===== src/rtl/rgb_phase_decoder.sv =====
// Receive-side phase decoder/checker for the two-lamp RGB traffic-light sequencer.
// Optional stuck-phase watchdog built only when RGB_DEC_STUCK_EN is defined.
module rgb_phase_decoder #(
  parameter int LONG_TICKS  = 5,
  parameter int SHORT_TICKS = 1,
  parameter int CNT_W       = 4
`ifdef RGB_DEC_STUCK_EN
  ,
  parameter int STUCK_TICKS = 8
`endif
) (
  input  logic             clk,
  input  logic             rst,
  input  logic             tick,
  input  logic             led4_r,
  input  logic             led4_g,
  input  logic             led4_b,
  input  logic             led5_r,
  input  logic             led5_g,
  input  logic             led5_b,
  input  logic             err_clr,
  output logic [2:0]       phase,
  output logic             phase_chg,
  output logic [CNT_W-1:0] dwell_cnt,
  output logic [7:0]       cycle_cnt,
  output logic             err_illegal,
  output logic             err_seq,
  output logic             err_timing,
  output logic             err_stuck
);

  typedef enum logic [2:0] {
    S_IDLE = 3'd0,
    S_P1   = 3'd1,
    S_P2   = 3'd2,
    S_P3   = 3'd3,
    S_P4   = 3'd4,
    S_P5   = 3'd5,
    S_P6   = 3'd6,
    S_ERR  = 3'd7
  } state_t;

  typedef enum logic [2:0] {
    C_OFF = 3'd0,
    C_P1  = 3'd1,
    C_P2  = 3'd2,
    C_BR  = 3'd3,
    C_P4  = 3'd4,
    C_P5  = 3'd5,
    C_ILL = 3'd6
  } pat_class_t;

  localparam logic [CNT_W-1:0] DWELL_MAX = {CNT_W{1'b1}};

  // Pattern bit order: {4R, 4G, 4B, 5R, 5G, 5B}
  function automatic pat_class_t classify(input logic [5:0] p);
    case (p)
      6'b000_000: classify = C_OFF;
      6'b100_010: classify = C_P1;
      6'b100_110: classify = C_P2;
      6'b100_100: classify = C_BR;
      6'b010_100: classify = C_P4;
      6'b110_100: classify = C_P5;
      default:    classify = C_ILL;
    endcase
  endfunction

  function automatic state_t successor(input state_t s);
    case (s)
      S_IDLE:  successor = S_P1;
      S_P1:    successor = S_P2;
      S_P2:    successor = S_P3;
      S_P3:    successor = S_P4;
      S_P4:    successor = S_P5;
      S_P5:    successor = S_P6;
      S_P6:    successor = S_P1;
      default: successor = S_IDLE;
    endcase
  endfunction

  function automatic logic [CNT_W-1:0] required_dwell(input state_t s);
    case (s)
      S_P1, S_P4: required_dwell = CNT_W'(LONG_TICKS);
      default:    required_dwell = CNT_W'(SHORT_TICKS);
    endcase
  endfunction

  logic [5:0]       pat_r;
  logic [5:0]       pat_d_r;
  state_t           state_r;
  logic [CNT_W-1:0] dwell_cnt_r;

  logic             pat_chg_s;
  pat_class_t       class_s;
  state_t           target_s;
  state_t           next_state_s;
  logic             legal_s;
  logic             set_ill_s;
  logic             set_seq_s;
  logic             set_timing_s;
  logic             phase_chg_s;
  logic             wrap_s;
  logic             in_phase_s;
  logic [CNT_W-1:0] dwell_nxt_s;

  // Input stage: capture LED lines and keep the previous sample
  always_ff @(posedge clk or posedge rst) begin
    if (rst) begin
      pat_r   <= 6'b000000;
      pat_d_r <= 6'b000000;
    end else begin
      pat_r   <= {led4_r, led4_g, led4_b, led5_r, led5_g, led5_b};
      pat_d_r <= pat_r;
    end
  end

  assign pat_chg_s  = (pat_r != pat_d_r);
  assign class_s    = classify(pat_r);
  assign in_phase_s = (state_r != S_IDLE) && (state_r != S_ERR);

  // Map the observed pattern to the phase it claims to be; BOTHRED depends on context
  always_comb begin
    target_s = S_ERR;
    case (class_s)
      C_P1: target_s = S_P1;
      C_P2: target_s = S_P2;
      C_P4: target_s = S_P4;
      C_P5: target_s = S_P5;
      C_BR: begin
        if (state_r == S_P2) begin
          target_s = S_P3;
        end else if (state_r == S_P5) begin
          target_s = S_P6;
        end else begin
          target_s = S_ERR;
        end
      end
      default: target_s = S_ERR;
    endcase
  end

  // Next-state and error-event decision, evaluated only on a pattern change
  always_comb begin
    next_state_s = state_r;
    legal_s      = 1'b0;
    set_ill_s    = 1'b0;
    set_seq_s    = 1'b0;
    if (pat_chg_s) begin
      case (class_s)
        C_OFF: next_state_s = S_IDLE;
        C_ILL: begin
          next_state_s = S_ERR;
          set_ill_s    = 1'b1;
        end
        default: begin
          if (state_r == S_ERR) begin
            next_state_s = S_ERR;
          end else if (target_s == successor(state_r)) begin
            next_state_s = target_s;
            legal_s      = 1'b1;
          end else begin
            next_state_s = S_ERR;
            set_seq_s    = 1'b1;
          end
        end
      endcase
    end else begin
      next_state_s = state_r;
    end
  end

  assign set_timing_s = legal_s && in_phase_s && (dwell_cnt_r != required_dwell(state_r));
  assign phase_chg_s  = (next_state_s != state_r);
  assign wrap_s       = legal_s && (state_r == S_P6);

  // Dwell counter: restarts on a phase change, a coincident tick is dropped
  always_comb begin
    dwell_nxt_s = dwell_cnt_r;
    if (phase_chg_s) begin
      dwell_nxt_s = {CNT_W{1'b0}};
    end else if (tick && (dwell_cnt_r != DWELL_MAX)) begin
      dwell_nxt_s = dwell_cnt_r + CNT_W'(1);
    end else begin
      dwell_nxt_s = dwell_cnt_r;
    end
  end

  // Phase FSM with registered status outputs and sticky error flags
  always_ff @(posedge clk or posedge rst) begin
    if (rst) begin
      state_r     <= S_IDLE;
      phase_chg   <= 1'b0;
      dwell_cnt_r <= {CNT_W{1'b0}};
      cycle_cnt   <= 8'd0;
      err_illegal <= 1'b0;
      err_seq     <= 1'b0;
      err_timing  <= 1'b0;
    end else begin
      state_r     <= next_state_s;
      phase_chg   <= phase_chg_s;
      dwell_cnt_r <= dwell_nxt_s;
      cycle_cnt   <= wrap_s ? cycle_cnt + 8'd1 : cycle_cnt;
      // A new error outranks a simultaneous clear
      err_illegal <= set_ill_s    ? 1'b1 : (err_clr ? 1'b0 : err_illegal);
      err_seq     <= set_seq_s    ? 1'b1 : (err_clr ? 1'b0 : err_seq);
      err_timing  <= set_timing_s ? 1'b1 : (err_clr ? 1'b0 : err_timing);
    end
  end

  assign phase     = state_r;
  assign dwell_cnt = dwell_cnt_r;

`ifdef RGB_DEC_STUCK_EN
  logic err_stuck_r;
  logic set_stuck_s;

  assign set_stuck_s = in_phase_s && !phase_chg_s && tick &&
                       (dwell_cnt_r == CNT_W'(STUCK_TICKS - 1));

  // Watchdog: flag a phase whose dwell reaches the stuck limit
  always_ff @(posedge clk or posedge rst) begin
    if (rst) begin
      err_stuck_r <= 1'b0;
    end else begin
      err_stuck_r <= set_stuck_s ? 1'b1 : (err_clr ? 1'b0 : err_stuck_r);
    end
  end

  assign err_stuck = err_stuck_r;
`else
  assign err_stuck = 1'b0;
`endif

endmodule


===== config.mk =====
export PLATFORM = sky130hd
export DESIGN_NAME = rgb_phase_decoder
export DESIGN_NICKNAME = d
export VERILOG_FILES = /design/src/rtl/rgb_phase_decoder.sv
export SDC_FILE = /design/constraint.sdc
export NUM_CORES = 1
export LEC_CHECK = 0
export CORE_ASPECT_RATIO = 1.5
export CORE_MARGIN = 1
export CORE_UTILIZATION = 49
export DETAILED_ROUTE_END_ITERATION = 16
export GPL_TIMING_DRIVEN = 1
export MAX_ROUTING_LAYER = met4
export PLACE_DENSITY = 0.8
export SLEW_MARGIN = 20
export SYNTH_ARGS = -nofsm -noshare
export SYNTH_HDL_FRONTEND = slang
export SYNTH_SLANG_ARGS = --single-unit

===== constraint.sdc =====
create_clock -name clk -period 2.97 [get_ports clk]
set_input_delay 0.594 -clock clk [delete_from_list [all_inputs] [get_ports clk]]
set_output_delay 0.594 -clock clk [all_outputs]
set_load 0.005 [all_outputs]

* Word level (Yosys, flattened, before mapping)
Cells that the tools add are included.
** Storage, ports and cells
- Register bits after elaboration :: 31
- Output and inout port bits :: 20
- Bits of input ports :: 10
- Word-level logic and storage cells :: 80
** Cells by class
- Reductions and logical operators :: 16
- Add/subtract/negate cells :: 2
- Multiplexer cells :: 29
- Eq/ne operators :: 24
** Operators by type and width (count)
- $pmux W3 S6 :: 2
- $eq A6 B6 Y1 const B :: 4
- $mux W3 :: 8
- $eq A3 B3 Y1 const B :: 7
- $mux W1 :: 15
- $pmux W3 S5 :: 1
- $eq A3 B2 Y1 const B :: 4
- $add A8 B1 Y8 const B :: 1
- $mux W4 :: 2
- $reduce_bool A2 Y1 :: 4
- $eq A3 B1 Y1 const B :: 2
- $eq A6 B5 Y1 const B :: 1
- $logic_not A3 Y1 :: 2
- $logic_not A6 Y1 :: 1
- $ne A6 B6 Y1 :: 1
- $pmux W3 S2 :: 1
- $reduce_or A2 Y1 :: 3
- $logic_and A1 B1 Y1 :: 5
- $add A4 B1 Y4 const B :: 1
- $ne A4 B4 Y1 :: 1
- $ne A4 B4 Y1 const B :: 1
- $eq A3 B3 Y1 :: 1
- $ne A3 B3 Y1 :: 1
- $ne A3 B3 Y1 const B :: 1
- $reduce_bool A3 Y1 :: 1

* Logic depth before layout (Yosys ltp)
- Depth after elaboration :: 14
- Depth in mapped cells :: 13
- Gate-level depth less buffers :: 12

* Worst setup path before layout
No wires, ideal clock.
- Kind :: register -> register
- Start point :: reg pat_r[4]
- End point :: reg cycle_cnt[1]
- Library setup time :: 0.125 ns
- Data arrival time :: 2.986 ns
- Stages on the path, launching flop included :: 12
- Period minus slack after synthesis :: 3.110 ns
- Buffers on the path :: 1
- Slack :: -0.140 ns
- Cells stage by stage :: dfrtp_1 > buf_4 > nor4b_2 > nand2_1 > ha_1 > nor3b_2 > o211a_1 > o21ai_0 > a211oi_1 > o21ai_0 > a21oi_4 > mux2_2
** Between the ends
- Cells in the longest elaborated chain, start to end :: 10
- Elaborated cells between the ends (all ways) :: 23
** Ends and longest elaborated chain
- start: declaration :: RTL line 88 : logic [5:0] pat_r;
- start signal: assignment :: RTL line 112 : pat_r <= {led4_r, led4_g, led4_b, led5_r, led5_g, led5_b};
- $eq A6 B6 Y1, or another cell as far along :: RTL line 57 : case (p)
- $pmux W3 S6 :: RTL line 57
- $eq A3 B2 Y1, or another cell as far along :: RTL line 124 : case (class_s)
- $pmux W3 S5 :: RTL line 124
- $eq A3 B3 Y1 :: RTL line 158 : end else if (target_s == successor(state_r)) begin
- $mux W1 :: RTL line 158
- $mux W1 :: RTL line 156 : if (state_r == S_ERR) begin
- $mux W1 :: RTL line 149 : case (class_s)
- $mux W1 (*) :: RTL line 148 : if (pat_chg_s) begin
- $logic_and A1 B1 Y1 (*) :: RTL line 174 : assign wrap_s = legal_s && (state_r == S_P6);
- end signal: assignment :: RTL line 202 : cycle_cnt <= wrap_s ? cycle_cnt + 8'd1 : cycle_cnt;
- end: declaration :: RTL line 25 : output logic [7:0] cycle_cnt,
Mark *: on every way between the ends. The rest lies on a longest branch, timed or not.
A chain may end at the register's enable or synchronous reset.

* Worst setup path after layout
- Start point :: reg pat_r[3]
- End point :: reg dwell_cnt_r[2] (netlist: dwell_cnt[2])
** Between the ends
- Cells in the longest elaborated chain, start to end :: 11
- Elaborated cells between the ends (all ways) :: 24
** Ends and longest elaborated chain
- $eq A6 B6 Y1, or another cell as far along :: RTL line 57
- $pmux W3 S6 :: RTL line 57
- $eq A3 B2 Y1, or another cell as far along :: RTL line 124
- $pmux W3 S5 :: RTL line 124
- $eq A3 B3 Y1 :: RTL line 158
- $mux W3 :: RTL line 158
- $mux W3 :: RTL line 156
- $pmux W3 S2 :: RTL line 149
- $mux W3 (*) :: RTL line 148
- $ne A3 B3 Y1 (*) :: RTL line 173 : assign phase_chg_s = (next_state_s != state_r);
- $mux W4 or $reduce_bool A2 Y1 (tied branches)
- end signal: assignment :: RTL line 193 : dwell_cnt_r <= {CNT_W{1'b0}};
- end signal: assignment :: RTL line 201 : dwell_cnt_r <= dwell_nxt_s;
- end: declaration :: RTL line 91 : logic [CNT_W-1:0] dwell_cnt_r;
Marks and branches as above.

==> metrics.txt <==
status=complete, but fails checks; failing checks=negative setup slack; most frequent cell after synthesis=dfrtp_1; clock-pin slew on the worst setup and hold paths=0.07 ns; Max Cap Viol=0; # setup viols final=2; Boundary Pins=30; clk_skew=0.00545 ns; Crit Path Class=reg2reg; Max Slew Vio Count=0; post-synthesis cell count=191; CP Capture Type=register; WL per Instance=17.8 um; #FFs+latches synth=31; core area=3750 um2; Post-synth EDFFs=0; die area=4270 um2; Fin. Hold Viols=0; first-pass GRT wire length=8010 um; leakage=1.14 nW; RePlAce Congestion=0.854; number of H-tree levels=2; GR Overflow Total=0; CTS tree=done; register area share after synthesis=39.5%; Initial Util=52.4%; final setup TNS=-0.0211 ns; Ys Warns=0; average vias per placed instance=5.99; minimum clock period=2.99 ns; Post-Syn Area per Cell=10.3 um2; Detail Route Antenna Nets=0; post-DP HPWL=3510 um; pre-CTS WS=-0.0298 ns; share of cells above drive strength 1=30.5%; Worst-Margin Slew=0.550 ns; Arr. time, crit path=3.18 ns; Cell Area, Synth=1970 um2; clock insertion delay at the later pin of the skew report=0.29 ns; vias in the first global route=1719; site row count=27; final WL=5140 um; final core utilization=71.6%; CTS max path bufs=2; largest net degree at the start of global routing=32; clk sinks=31; I/O Buffers=28; period utilization=101%; Post-Syn Nets=206; antenna violations before repair=0; die width=53.7 um; PD cells=434 nW/um2; share of the synthesized area in the top cell type=39.5%; area grow syn2layout=36.7%; unrepaired setup endpoints after global routing=yes; WP data required=3.16 ns; final-layout fill cell count=258; total track usage=26.8%; Crit Path Max Fanout=4; CTS Root Cell=clkbuf_8; Final Worst Setup Slack=-0.0182 ns; Worst VDD drop=415 uV; Die Span Y=79.6 um; DRC Markers=0; cts hold-fix bufs=0; area leader, netlist=dfrtp_1; CTS buffer count=5; CP Launch Type=register; top_reg_cell synth=dfrtp_1; Peak Freq=0.335 GHz; nets=260; async set-reset flop share out of synthesis=100%; Ant. Diodes=0; vias=1732; Iteration-0 DRC Markers=74; worst hold path class=reg2reg; dpl cell area=2410 um2; First-pass DRT Iterations=4; Netlist cell types=57; top post-synthesis cells by area=dfrtp_1 (39%), xnor2_1 (4.0%), nand2_1 (3.2%); Rel. slew slack=62.9%; Post-synth top cells=dfrtp_1 (31), nand2_1 (17), inv_1 (11), nor2_1 (11), o21ai_0 (10); Design Area, Final=2690 um2
[timing repair]
action                     in CTS  in global routing
setup endpoints to repair       3                 16
resized for setup               6                 15
pin swaps                      11                  8
setup buffers                   3                  4
[kinds of logic (layout without fill, tap and decap cells)]
family | count (synthesis) | in the layout | synth area share [%]
other cells | 1 | 1 | 0.191
simple gates | 70 | 70 | 24.1
buf+inv | 21 | 76 | 6.87
xor+xnor | 16 | 16 | 7.13
mux | 1 | 1 | 0.573
compound gates | 46 | 46 | 18.5
flops | 31 | 31 | 39.5
fa+ha+maj | 5 | 5 | 3.18
[per-layer routing]
| metal | wire (um) | global-route usage (%) | part of all wire, % |
|---|---|---|---|
| met3 | 202 | 4.00 | 3.9 |
| met5 | 0 | - | 0 |
| met2 | 2740 | 45.2 | 53 |
| met4 | 244 | 14.2 | 4.8 |
| met1 | 1950 | 29.1 | 38 |
[flip-flops by register name, summed over array words and instances, names as in the netlist]
register     count
cycle_cnt        8
pat_d_r          6
pat_r            6
dwell_cnt        4
phase            3
err_illegal      1
err_seq          1
err_timing       1
phase_chg        1
[critical path, cell delays in order (launching register included)]
cell	delay, ns
dfrtp_2	0.44
nor4b_4	0.33
nand2_2	0.12
ha_4	0.19
nor3b_4	0.22
o211a_1	0.24
a2111oi_2	0.08
or4_4	0.52
nand4_4	0.12
o221ai_2	0.12
o21a_4	0.26
nor4b_4	0.25
[through the flow]
step	std cells	total power, mW	hold slack [ns]
6_report	289	1.17	0.474
3_5_place_dp	274	0.737	0.472
2_1_floorplan	191	0.635	0.355
4_1_cts	285	1.17	0.481
3_3_place_gp	274	0.730	0.461
5_1_grt	289	1.23	0.511
[power by group]
part           total [mW]  switching (mW)  internal, mW
Clock               0.419           0.169         0.249
Sequential          0.493          0.0388         0.454
Combinational       0.253           0.119         0.135
[cell usage in the layout (no fill, tap or decap), drive strengths merged, types with 7 or more instances in the layout]
cell type | synthesis | layout
inv | 11 | 11
dfrtp | 31 | 31
nand3 | 8 | 8
nor2 | 12 | 12
nand2 | 17 | 17
xnor2 | 9 | 9
clkdlybuf4s50 | 0 | 28
o21ai | 11 | 11
nand4 | 7 | 7
buf | 6 | 29
xor2 | 7 | 7
[cell type report]
type	count	area, um2	area share, %
clock buffer	5	68.8	2.56
clock inverter	3	43.8	1.63
sequential	31	781	29.1
multi-input combinational	139	1190	44.2
timing repair buffer	57	510	19.0
inverter	11	41.3	1.54
tap	43	53.8	2.00
[worst paths after layout]
check	startpoint	depth (start not counted)	end	slack (ns)
worst min register to register	cycle_cnt[7]	1	cycle_cnt[7]	0.47
min in group asynchronous	rst	3	cycle_cnt[6]	0.70
worst max register to register	pat_r[3]	11	dwell_cnt[2]	-0.02
max in group asynchronous	rst	3	pat_r[4]	1.97
worst min-delay path	cycle_cnt[7]	1	cycle_cnt[7]	0.47
worst max-delay path	pat_r[3]	11	dwell_cnt[2]	-0.02
Note: power is estimated with default switching activity, not from simulation.
